--- config.mk ---
export PLATFORM = sky130hd
export DESIGN_NAME = fwd_hazard_tracker
export DESIGN_NICKNAME = d
export VERILOG_FILES = /design/src/rtl/fwd_hazard_tracker_pkg.sv /design/src/rtl/fwd_hazard_tracker_src_select.sv /design/src/rtl/fwd_hazard_tracker.sv
export SDC_FILE = /design/constraint.sdc
export NUM_CORES = 1
export LEC_CHECK = 0
export CAP_MARGIN = 25
export CORE_MARGIN = 5
export CORE_UTILIZATION = 48
export CTS_CLUSTER_DIAMETER = 200
export DETAILED_ROUTE_END_ITERATION = 8
export PLACE_DENSITY = 0.77
export SLEW_MARGIN = 20
export SYNTH_ARGS = -nofsm -noshare
export SYNTH_HDL_FRONTEND = slang
export SYNTH_SLANG_ARGS = --single-unit
--- constraint.sdc ---
create_clock -name clk -period 2.2 [get_ports clk]
set_input_delay 0.33 -clock clk [delete_from_list [all_inputs] [get_ports clk]]
set_output_delay 0.33 -clock clk [all_outputs]
set_load 0.03 [all_outputs]
--- src/rtl/fwd_hazard_tracker_pkg.sv ---
// Shared types for the lc3b forwarding / load-use hazard tracker.
// The tracked-entry record describes one in-flight writer between EX and WB.
package fwd_hazard_tracker_pkg;

  localparam int LC3B_REG_W = 3;

  typedef logic [LC3B_REG_W-1:0] lc3b_reg;

  typedef struct packed {
    logic    valid;
    logic    regwrite;
    logic    is_load;
    lc3b_reg dest;
  } fwd_entry_t;

  localparam fwd_entry_t FWD_BUBBLE = '0;

  function automatic fwd_entry_t make_entry(input logic regwrite, input logic is_load,
                                            input lc3b_reg dest);
    fwd_entry_t e;
    e.valid    = 1'b1;
    e.regwrite = regwrite;
    e.is_load  = is_load;
    e.dest     = dest;
    return e;
  endfunction

endpackage

--- src/rtl/fwd_hazard_tracker_src_select.sv ---
// Per-source bypass select: picks the youngest tracked writer of one source register
// and flags a load in EX that cannot forward yet.
module fwd_src_select
  import fwd_hazard_tracker_pkg::*;
#(
  parameter int NUM_STAGES    = 3,
  parameter int REG_W         = 3,
  parameter int ZERO_REG_HARD = 0,
  parameter int SEL_W         = 2
) (
  input  logic                         id_valid,
  input  logic                         src_used,
  input  logic [REG_W-1:0]             src_reg,
  input  fwd_entry_t [NUM_STAGES-1:0]  stages,
  output logic [SEL_W-1:0]             sel,
  output logic                         load_hit
);

  logic [NUM_STAGES-1:0] match_vec;

  generate
    for (genvar gi = 0; gi < NUM_STAGES; gi++) begin : g_match
      assign match_vec[gi] = id_valid & src_used & stages[gi].valid & stages[gi].regwrite
                           & (stages[gi].dest == src_reg)
                           & !((ZERO_REG_HARD != 0) && (stages[gi].dest == '0));
    end
  endgenerate

  always_comb begin
    sel      = '0;
    load_hit = match_vec[0] & stages[0].is_load;
    // Scan oldest to youngest so the youngest match is the one left standing.
    for (int k = NUM_STAGES - 1; k >= 0; k--) begin
      if (match_vec[k]) sel = SEL_W'(k + 1);
    end
    if (load_hit) sel = '0;
  end

endmodule

--- src/rtl/fwd_hazard_tracker.sv ---
// Forwarding + load-use hazard unit; tracks in-flight writers EX..WB internally.
// Optional FWD_HAZARD_PERF_EN adds saturating stall / forward event counters.
module fwd_hazard_tracker
  import fwd_hazard_tracker_pkg::*;
#(
  parameter int NUM_SRC       = 2,
  parameter int NUM_STAGES    = 3,
  parameter int REG_W         = 3,
  parameter int NREGS         = 8,
  parameter int ZERO_REG_HARD = 0,
  localparam int SEL_W        = $clog2(NUM_STAGES + 1)
) (
  input  logic                     clk,
  input  logic                     reset,
  input  logic                     id_valid,
  input  logic [NUM_SRC-1:0]       id_src_used,
  input  logic [NUM_SRC*REG_W-1:0] id_src_reg,
  input  logic                     id_regwrite,
  input  logic [REG_W-1:0]         id_destreg,
  input  logic                     id_is_load,
  input  logic                     advance,
  input  logic                     flush,
  output logic [NUM_SRC*SEL_W-1:0] fwd_sel,
  output logic                     stall_id,
  output logic [NREGS-1:0]         busy_mask
`ifdef FWD_HAZARD_PERF_EN
  ,
  output logic [31:0]              perf_stall_cnt,
  output logic [31:0]              perf_fwd_cnt
`endif
);

  fwd_entry_t [NUM_STAGES-1:0] stage_q, stage_d;
  logic [NUM_SRC-1:0]          load_hit;

  generate
    for (genvar gi = 0; gi < NUM_SRC; gi++) begin : g_src
      fwd_src_select #(
        .NUM_STAGES   (NUM_STAGES),
        .REG_W        (REG_W),
        .ZERO_REG_HARD(ZERO_REG_HARD),
        .SEL_W        (SEL_W)
      ) u_sel (
        .id_valid(id_valid),
        .src_used(id_src_used[gi]),
        .src_reg (id_src_reg[gi*REG_W +: REG_W]),
        .stages  (stage_q),
        .sel     (fwd_sel[gi*SEL_W +: SEL_W]),
        .load_hit(load_hit[gi])
      );
    end
  endgenerate

  // A flushed instruction dies anyway, so it never needs to wait on a load.
  assign stall_id = (|load_hit) & !flush;

  always_comb begin
    busy_mask = '0;
    for (int k = 0; k < NUM_STAGES; k++) begin
      if (stage_q[k].valid && stage_q[k].regwrite) busy_mask[stage_q[k].dest] = 1'b1;
    end
  end

  always_comb begin
    stage_d = stage_q;
    if (advance) begin
      for (int k = NUM_STAGES - 1; k >= 1; k--) stage_d[k] = stage_q[k-1];
      stage_d[0] = (id_valid && !stall_id && !flush)
                 ? make_entry(id_regwrite, id_is_load, lc3b_reg'(id_destreg))
                 : FWD_BUBBLE;
    end
  end

  always_ff @(posedge clk or posedge reset) begin
    if (reset) stage_q <= '0;
    else       stage_q <= stage_d;
  end

`ifdef FWD_HAZARD_PERF_EN
  logic [31:0] perf_stall_cnt_q, perf_stall_cnt_d;
  logic [31:0] perf_fwd_cnt_q, perf_fwd_cnt_d;

  always_comb begin
    perf_stall_cnt_d = perf_stall_cnt_q;
    perf_fwd_cnt_d   = perf_fwd_cnt_q;
    if (stall_id && !(&perf_stall_cnt_q)) perf_stall_cnt_d = perf_stall_cnt_q + 32'd1;
    if (advance && (|fwd_sel) && !(&perf_fwd_cnt_q)) perf_fwd_cnt_d = perf_fwd_cnt_q + 32'd1;
  end

  always_ff @(posedge clk or posedge reset) begin
    if (reset) begin
      perf_stall_cnt_q <= '0;
      perf_fwd_cnt_q   <= '0;
    end else begin
      perf_stall_cnt_q <= perf_stall_cnt_d;
      perf_fwd_cnt_q   <= perf_fwd_cnt_d;
    end
  end

  assign perf_stall_cnt = perf_stall_cnt_q;
  assign perf_fwd_cnt   = perf_fwd_cnt_q;
`endif

endmodule

=== Yosys cells after proc, flatten, opt, wreduce, memory -nomap -nowiden ===
Cells that the tools add are included.

* Register bits after elaboration: 16
* Input bits: 18
* Output and inout port bits: 13
* Word-level logic and storage cells: 76

* $lt $le $gt $ge: 6
* Equal/unequal tests: 6
* Mux-type cells: 18
* Bitwise gates (word level): 25
* Reduce and logical (&&, ||, !) cells: 11

{| class="wikitable"
|+ Operator list
! cell !! count
|-
| $mux 8 || 3
|-
| $and 1x1->1 || 23
|-
| $eq 3x3->1 || 6
|-
| $mux 2 || 8
|-
| $or 8x8->8 || 2
|-
| $lt 3x4->1 const B || 3
|-
| $demux 1 s3 || 3
|-
| $ge 3x1->1 const B || 3
|-
| $logic_and 1x1->1 || 8
|-
| $mux 6 || 1
|-
| $mux 1 || 3
|-
| $logic_not 1->1 || 2
|-
| $reduce_or 2->1 || 1
|}

=== Depth between registers and ports, before layout ===
Gate-level depths: netlist of run 1.

* Depth in word-level cells: 11
* Depth in mapped cells: 5
* Gate-level depth less buffers: 4

=== Hierarchy ===
Synthesis of run 1 repeated with hierarchy kept, for this count alone.

* Cell total of the unflattened synthesis: 122
* Area total of the unflattened synthesis: 1255.0 um^2

{| class="wikitable"
|+ By module, submodules not included
! module !! times used !! cells an instance !! area an instance (um^2) !! sequential area each (um^2)
|-
| fwd_hazard_tracker || 1 || 82 || 914.6 || 450.4
|-
| fwd_src_select || 2 || 20 || 170.2 || 0.0
|}

=== Least setup slack after synthesis of run 1 ===
OpenSTA, ideal clock, no wires.

* Kind: register -> output
* Start: register stage_q[1] in the netlist's numbering
* End: output port stall_id
* Data arrival time: 2.016 ns
* Data required time: 1.870 ns
* Setup slack: -0.146 ns
* Cell stages (with the launch flop): 5
* Path buffers: 1
* Cell sequence: dfrtp_1 -> buf_6 -> xor2_1 -> or4_4 -> a211oi_1

* Word-level cells in the longest chain between the ends: 5
* Elaborated cells between the ends (all ways): 8
* Classes of those cells: eq/ne (2); bitwise (5); reduce/logical (1)

{| class="wikitable"
|+ Ends and longest elaborated chain
! element !! RTL line !! text
|-
| start, declared || fwd_hazard_tracker.sv:33 || <nowiki>fwd_entry_t [NUM_STAGES-1:0] stage_q, stage_d;</nowiki>
|-
| start signal, assigned || fwd_hazard_tracker.sv:76 || <nowiki>else stage_q <= stage_d;</nowiki>
|-
| $eq 3x3->1 || fwd_hazard_tracker_src_select.sv:24 || <nowiki>& (stages[gi].dest == src_reg)</nowiki>
|-
| $and 1x1->1 || fwd_hazard_tracker_src_select.sv:24 ||
|-
| $and 1x1->1 || fwd_hazard_tracker_src_select.sv:31 || <nowiki>load_hit = match_vec[0] & stages[0].is_load;</nowiki>
|-
| $reduce_or 2->1 (*) || fwd_hazard_tracker.sv:55 || <nowiki>assign stall_id = (|load_hit) & !flush;</nowiki>
|-
| $and 1x1->1 (*) || fwd_hazard_tracker.sv:55 ||
|-
| end, declared || fwd_hazard_tracker.sv:24 || <nowiki>output logic stall_id,</nowiki>
|}

Mark *: on every way between the ends. The rest lies on a longest branch, timed or not.

=== Worst setup path in the final report of run 1 ===
* Start: register stage_q[2] in the netlist's numbering
* End: output port stall_id

The elaborated chain is that of the path after synthesis.

==> metrics.md, run 1 <==
| Metric | Value |
|---|---|
| Outcome | complete, but fails checks |
| Failing checks | negative setup slack |
| Distinct cell type count after synthesis | 33 |
| Post-synth top area share | 34.0% |
| Nets | 193 |
| Setup CP Type | flop to output port |
| Largest register by flop count | stage_q |
| Number of flops mapped to enable cells by yosys | 0 |
| Syn nets | 148 |
| Final wirelength | 3.64 mm |
| Ys async rst share | 100% |
| I/O Pins | 31 |
| Antenna cells | 0 |
| Worst Skew | 6.23 ps |
| DRT iter0 DRCs | 43 |
| Largest register FFs | 16 |
| Antenna violations before repair | 0 |
| RSZ-0062 raised after global routing | true |
| Final Hold Violating Endpoints | 0 |
| Final instance area | 1690 µm² |
| Htree depth | 1 |
| Total chip power | 890 µW |
| Area of the die | 3540 µm² |
| Final Util | 70.3% |
| Routability Congestion | 0.898 |
| Final min period | 2290 ps |
| P_leak | 0.799 nW |
| CTS Root Cell | clkbuf_4 |
| Count leader, synth | xor2_1 |
| YS warnings | 0 |
| Final WS setup | -89.2 ps |
| Placed Cells | 193 |
| Final Non-Filler Cells | 204 |
| Startpoint Class | flop |
| TritonCTS clock tree | built |
| Worst-path clk slew | 90 ps |
| Drc violations | 0 |
| # setup viols final | 3 |
| Tcrit/Tclk final | 104% |
| Clk buf depth | 2 |
| P&R area growth vs syn | 43.9% |
| Input/output buffers | 30 |
| DR WL/cell | 17.9 µm |
| Largest net degree at the start of global routing | 17 |
| Placed inst area | 1540 µm² |
| Initial core utilization | 48.9% |
| HP Class | primary input to async pin |
| Slew Viols, Final | 0 |
| Syn Area/Cell | 9.06 µm² |
| HPWL after DPL | 2.71 mm |
| R2R depth | 6 |
| Xor and xnor area share after synthesis | 13.4% |
| Vias in the first global route | 1174 |
| Fraction of synthesized area in multiplexers | 9.56% |
| Pin slew with the least headroom to its limit | 589 ps |
| FF+latch count, synth | 16 |
| Synth Area in Compound Gates | 16.0% |
| Post-synth top area cell | dfrtp_1 |
| Rel. slew slack | 60.7% |
| Sequential share of the synthesized area | 34.0% |
| CTS buffer count | 3 |
| Clock Sinks | 16 |
| Fillers | 195 |
| Cell Area, Synth | 1180 µm² |
| FP Rows | 18 |
| Post-CTS Hold Buffers | 0 |
| DRT antenna net count | 0 |
| Grt ovf | 0 |
| Max cap viols | 0 |
| Setup TNS | -212 ps |
| CP Data Arrival Time | 1960 ps |
| Top FF cell, synth | dfrtp_1 |
| Ranking of synthesized cells by area | dfrtp_1, xor2_1, mux2_2 |
| Worst Path Max Fanout | 4 |
| CP endpoint kind | output port |
| Die Y | 59.5 µm |
| First-pass GRT wire length | 5.75 mm |
| Max VDD drop | 550 µV |
| Max Freq | 437 MHz |
| WP data required | 1870 ps |
| Synth cell count leaders | xor2_1, dfrtp_1, inv_1 |
| Post-Synth Simple-Gate Area | 19.0% |
| Core Footprint | 2410 µm² |
| Layout cells sized above 1 | 32.8% |
| Worst skew pair latency | 280 ps |
| Pwr Density | 525 nW/µm² |
| Initial DRT Pass Iterations | 4 |
| Vias | 1210 |
| Vias per inst | 5.93 |
| Regs by FF count | stage_q: 16 flops |
| Post-Synth Adder-Cell Area | 0% |
| Chip width | 59.5 µm |
| Post-synthesis instance total | 130 |
| Global Route Usage Sum | 22.2% |
| Largest family of logic cells by synthesized area | simple AND/OR/NAND/NOR gates |
## metal layers
layer / GRT usage, % / wire [µm] / vias up
li1: - / - / 558
met1: 28.4 / 1470 / 586
met2: 36.5 / 1840 / 52
met3: 3.05 / 205 / 14
met4: 10.8 / 123 / 0
met5: 0 / 0 / -
## cell usage in the layout, fill, tap and decap left out, types with 5 or more instances in the layout
cell and n:
buf_4 18, xor2_1 16, dfrtp_1 15, inv_1 12
dlygate4sd2_1 11, mux2_2 10, buf_6 9, clkdlybuf4s50_1 8
nand2_1 7, nand4_1 6, o22ai_1 5, nor2_1 5
## cell type report
class | instances | area [µm²] | share of cell area, %
clock buffers | 4 | 36.3 | 2.14
inverters | 12 | 45.0 | 2.66
multi-input cells | 93 | 741 | 43.7
flip-flops and latches | 16 | 402 | 23.7
well taps | 30 | 37.5 | 2.22
repair buffers | 49 | 433 | 25.6
## per-stage QoR
| step | setup slack (ps) | hold slack [ps] |
|---|---|---|
| after detailed placement | -385 | 601 |
| after global routing | -141 | 449 |
| after global placement | -335 | 589 |
| final | -89.2 | 398 |
| after CTS | -62.8 | 406 |
| after floorplan | 130 | 244 |
## critical path, cell delays in order (launching register included)
cell      delay (ps)
dfrtp_1          440
xor2_2           170
or4_4            570
buf_6            150
a211oi_2         160
buf_4            190
## timing repair
action,4_1_cts,5_1_grt
endpoints found under the setup margin,9,7
gates cloned,0,0
gates resized for setup,32,8
pin swaps,7,4
setup buffers,4,3
## power by group
group,leakage [nW],switching [mW],internal (mW)
sequential,0.206,0.0476,0.332
combinational,0.571,0.169,0.150
clock,0.0210,0.0899,0.101
## final timing paths
| path | start | to | slack (ps) |
|---|---|---|---|
| max | stage_q[2] | stall_id | -90 |
| min | reset | stage_q[1] | 400 |
| max reg2reg | stage_q[2] | stage_q[4] | 200 |
| min reg2reg | stage_q[5] | stage_q[11] | 620 |
| max in group asynchronous | reset | stage_q[4] | 1390 |
| min in group clk | id_destreg[2] | stage_q[2] | 600 |
## kinds of logic after synthesis
| family | count (synthesis) |
|---|---|
| flip-flops | 16 |
| AND/OR/NAND/NOR | 40 |
| buffers and inverters | 21 |
| AO/OA/AOI/OAI | 25 |
| XOR/XNOR | 18 |
| multiplexers | 10 |
Note: power is estimated with default switching activity, not from simulation.
==> inputs of run 2 (changes only) <==
--- a/config.mk
+++ b/config.mk
@@ -5,10 +5,12 @@
 export SDC_FILE = /design/constraint.sdc
 export NUM_CORES = 1
 export LEC_CHECK = 0
+export ABC_AREA = 1
 export CAP_MARGIN = 25
 export CORE_MARGIN = 5
-export CORE_UTILIZATION = 48
+export CORE_UTILIZATION = 49
 export CTS_CLUSTER_DIAMETER = 200
+export CTS_CLUSTER_SIZE = 24
 export DETAILED_ROUTE_END_ITERATION = 8
 export PLACE_DENSITY = 0.77
 export SLEW_MARGIN = 20
==> run 2 against run 1 <==
The run now ends clean. Sequential power fell by 9.2%. Non-clock buffer count fell by 14. Largest power group unchanged. Clock skew fell by 5.7 ps.
==> metrics.md, run 2 <==
| Metric | Value |
|---|---|
| Htree depth | 1 (unchanged) |
| Top FF cell, synth | dfrtp_1 |
| Most common cell after layout, fill and taps aside | nand2_1 |
| Rel. slew slack | 58.7% (-2.0 points) |
| HP Class | primary input to async pin |
| Slew Viols, Final | 0 (unchanged) |
| Max VDD drop | 410 µV (-26%) |
| Core Footprint | 2480 µm² (+2.8%) |
| Setup CP Type | primary input to output port |
| Max Freq | 481 MHz (+10%) |
| CTS Root Cell | clkbuf_4 |
| Vias per inst | 5.55 (-6.5%) |
| Initial core utilization | 51.4% (+2.6 points) |
| Setup TNS | 0 ps (+212 ps) |
| # setup viols final | 0 (-3) |
| Ranking of synthesized cells by area | dfrtp_1, nand2_1, nand4_1 |
| Worst Skew | 0.526 ps (-5.70 ps) |
| FF+latch count, synth | 16 (unchanged) |
| Tcrit/Tclk final | 94.5% (-9.5 points) |
| Post-synth top area cell | dfrtp_1 |
| CP Data Arrival Time | 1750 ps (-210 ps) |
| Final Util | 64.1% (-6.2 points) |
| Final Hold Violating Endpoints | 0 (unchanged) |
| HPWL after DPL | 2.76 mm (+1.8%) |
| FP Rows | 18 (unchanged) |
| Post-CTS Setup Inserts | 0 (-4) |
| First-pass GRT wire length | 5.95 mm (+3.4%) |
| DRT antenna net count | 0 (unchanged) |
| Number of flops mapped to enable cells by yosys | 0 (unchanged) |
| Final min period | 2080 ps (-210 ps) |
| Clk buf depth | 2 (unchanged) |
| Largest register by flop count | stage_q |
| CTS buffer count | 3 (unchanged) |
| Global Route Usage Sum | 21.9% (-0.24 points) |
| Startpoint Class | primary input |
| Grt ovf | 0 (unchanged) |
| P_leak | 0.805 nW (+0.81%) |
| Antenna violations before repair | 0 (unchanged) |
| Input/output buffers | 30 (unchanged) |
| DR WL/cell | 14.3 µm (-20%) |
| Post-synth top area share | 31.4% (-2.6 points) |
| Ys async rst share | 100% (unchanged) |
| Area of the die | 3720 µm² (+5.0%) |
| Worst skew pair latency | 280 ps (about the same) |
| DRT iter0 DRCs | 90 (+110%) |
| WP data required | 1870 ps (about the same) |
| Clock Sinks | 16 (unchanged) |
| Routability Congestion | 0.918 (+2.3%) |
| Final WS setup | 120 ps (+210 ps) |
| Final wirelength | 3.54 mm (-2.8%) |
| Cell Area, Synth | 1270 µm² (+8.2%) |
| Regs by FF count | stage_q: 16 flops |
| CP endpoint kind | output port |
| RSZ-0062 raised after global routing | false |
| TritonCTS clock tree | built |
| Syn Area/Cell | 6.74 µm² (-26%) |
| P&R area growth vs syn | 24.7% |
| Post-synthesis instance total | 189 (+45%) |
| Distinct cell type count after synthesis | 25 (-24%) |
| Drc violations | 0 (unchanged) |
| Nets | 237 (+23%) |
| Largest register FFs | 16 (unchanged) |
| Largest net degree at the start of global routing | 17 (unchanged) |
| Outcome | finished, final reports clean |
| Commonest cells after routing, fill and taps aside | nand2_1, clkdlybuf4s50_1, inv_1 |
| I/O Pins | 31 (unchanged) |
| Pin slew with the least headroom to its limit | 618 ps (+29.6 ps) |
| R2R depth | 6 (unchanged) |
| Pre-CTS WS | 116 ps (+501 ps) |
| Sequential share of the synthesized area | 31.4% (-2.6 points) |
| Layout cells sized above 1 | 15.7% (-17 points) |
| Worst-path clk slew | 90 ps (about the same) |
| Chip width | 61.0 µm (+2.5%) |
| Synth cell count leaders | nand2_1, dfrtp_1, inv_1 |
| Count leader, synth | nand2_1 |
| Vias | 1370 (+13%) |
| YS warnings | 0 (unchanged) |
| Syn nets | 207 (+40%) |
| Max cap viols | 0 (unchanged) |
| Initial DRT Pass Iterations | 4 (unchanged) |
| Pwr Density | 420 nW/µm² (-20%) |
| Antenna cells | 0 (unchanged) |
| Fillers | 221 (+13%) |
| Die Y | 61.0 µm (+2.5%) |
| Vias in the first global route | 1310 (+12%) |
| Worst Path Max Fanout | 7 (+3) |
| R2R Setup Slk | 760 ps (+560 ps) |
run 2: changes by cell type after synthesis, moves of 5 or more:
cell / previous run / this run
nand2_1: 7 / 56
nand3_1: 2 / 15
o221ai_1: 0 / 5
mux2_2: 10 / 0
inv_2: 0 / 8
xnor2_1: 0 / 7
clkbuf_1: 7 / 2
o22ai_1: 6 / 0
nand4_1: 6 / 15
o21ai_0: 1 / 10
xor2_1: 18 / 4
buf_2: 0 / 5
run 2: cells by family after synthesis:
logic type | after synthesis | share of synthesized area [%]
and+or+nand+nor | 104 | 37.2
buffers and inverters | 37 | 13.1
AOI/OAI and AO/OA | 21 | 10.7
DFF | 16 | 31.4
xor gates and xnor gates | 11 | 7.56
run 2: power by group:
group / switching (mW) / internal, mW / leakage [nW]
Combinational: 0.0958 / 0.0727 / 0.578
Clock: 0.0904 / 0.0636 / 0.0138
Sequential: 0.0296 / 0.315 / 0.213
run 2: what timing repair did:
action | in CTS | in global routing
setup endpoints to repair | 6 | 5
hold buffers | 0 | 0
gates resized for setup | 6 | 9
run 2: area by class of cell:
cell class	instances	area [µm²]	share of cell area (%)
clock buffer	3	22.5	1.42
inverter	27	104	6.54
multi-input combinational	136	707	44.5
sequential	16	402	25.3
tap	30	37.5	2.36
timing repair buffer	35	315	19.9
run 2: layer usage:
metal	track usage, %	share of wire, %	routed length (µm)
met5	0	0	0
met2	34.7	47	1670
met4	9.91	1.8	62
met1	29.6	41	1440
met3	3.19	10	363
run 2: final timing paths:
check	startpoint	endpoint
hold reg to reg	stage_q[16]	stage_q[16]
min in group clk	stage_q[16]	stage_q[16]
max in group asynchronous	reset	stage_q[2]
setup / recovery	id_src_reg[2]	stall_id
setup reg to reg	stage_q[1]	stage_q[4]
hold / removal	reset	stage_q[12]
run 2: stage by stage:
stage / power, mW / hold slack, ps / std cells / cell area [µm²]
after floorplan: 0.450 / 244 / 189 / 1270
after global placement: 0.514 / 469 / 244 / 1570
after detailed placement: 0.518 / 473 / 244 / 1570
after CTS: 0.666 / 433 / 247 / 1590
after global routing: 0.708 / 458 / 247 / 1590
final: 0.667 / 408 / 247 / 1590
run 2: critical path, cell delays in order:
cell	delay (ps)
clkdlybuf4s50_1	590
inv_2	40
nand2_1	50
nand2_1	80
nor2_2	150
nand3_2	160
a21oi_2	180
buf_4	170
==> inputs of run 3 (changes only) <==
--- a/config.mk
+++ b/config.mk
@@ -5,10 +5,9 @@
 export SDC_FILE = /design/constraint.sdc
 export NUM_CORES = 1
 export LEC_CHECK = 0
-export ABC_AREA = 1
 export CAP_MARGIN = 25
 export CORE_MARGIN = 5
-export CORE_UTILIZATION = 49
+export CORE_UTILIZATION = 48
 export CTS_CLUSTER_DIAMETER = 200
 export CTS_CLUSTER_SIZE = 24
 export DETAILED_ROUTE_END_ITERATION = 8
==> results of run 3 <==
Same layout as run 1: the final DEF is identical, and so are final timing and power.
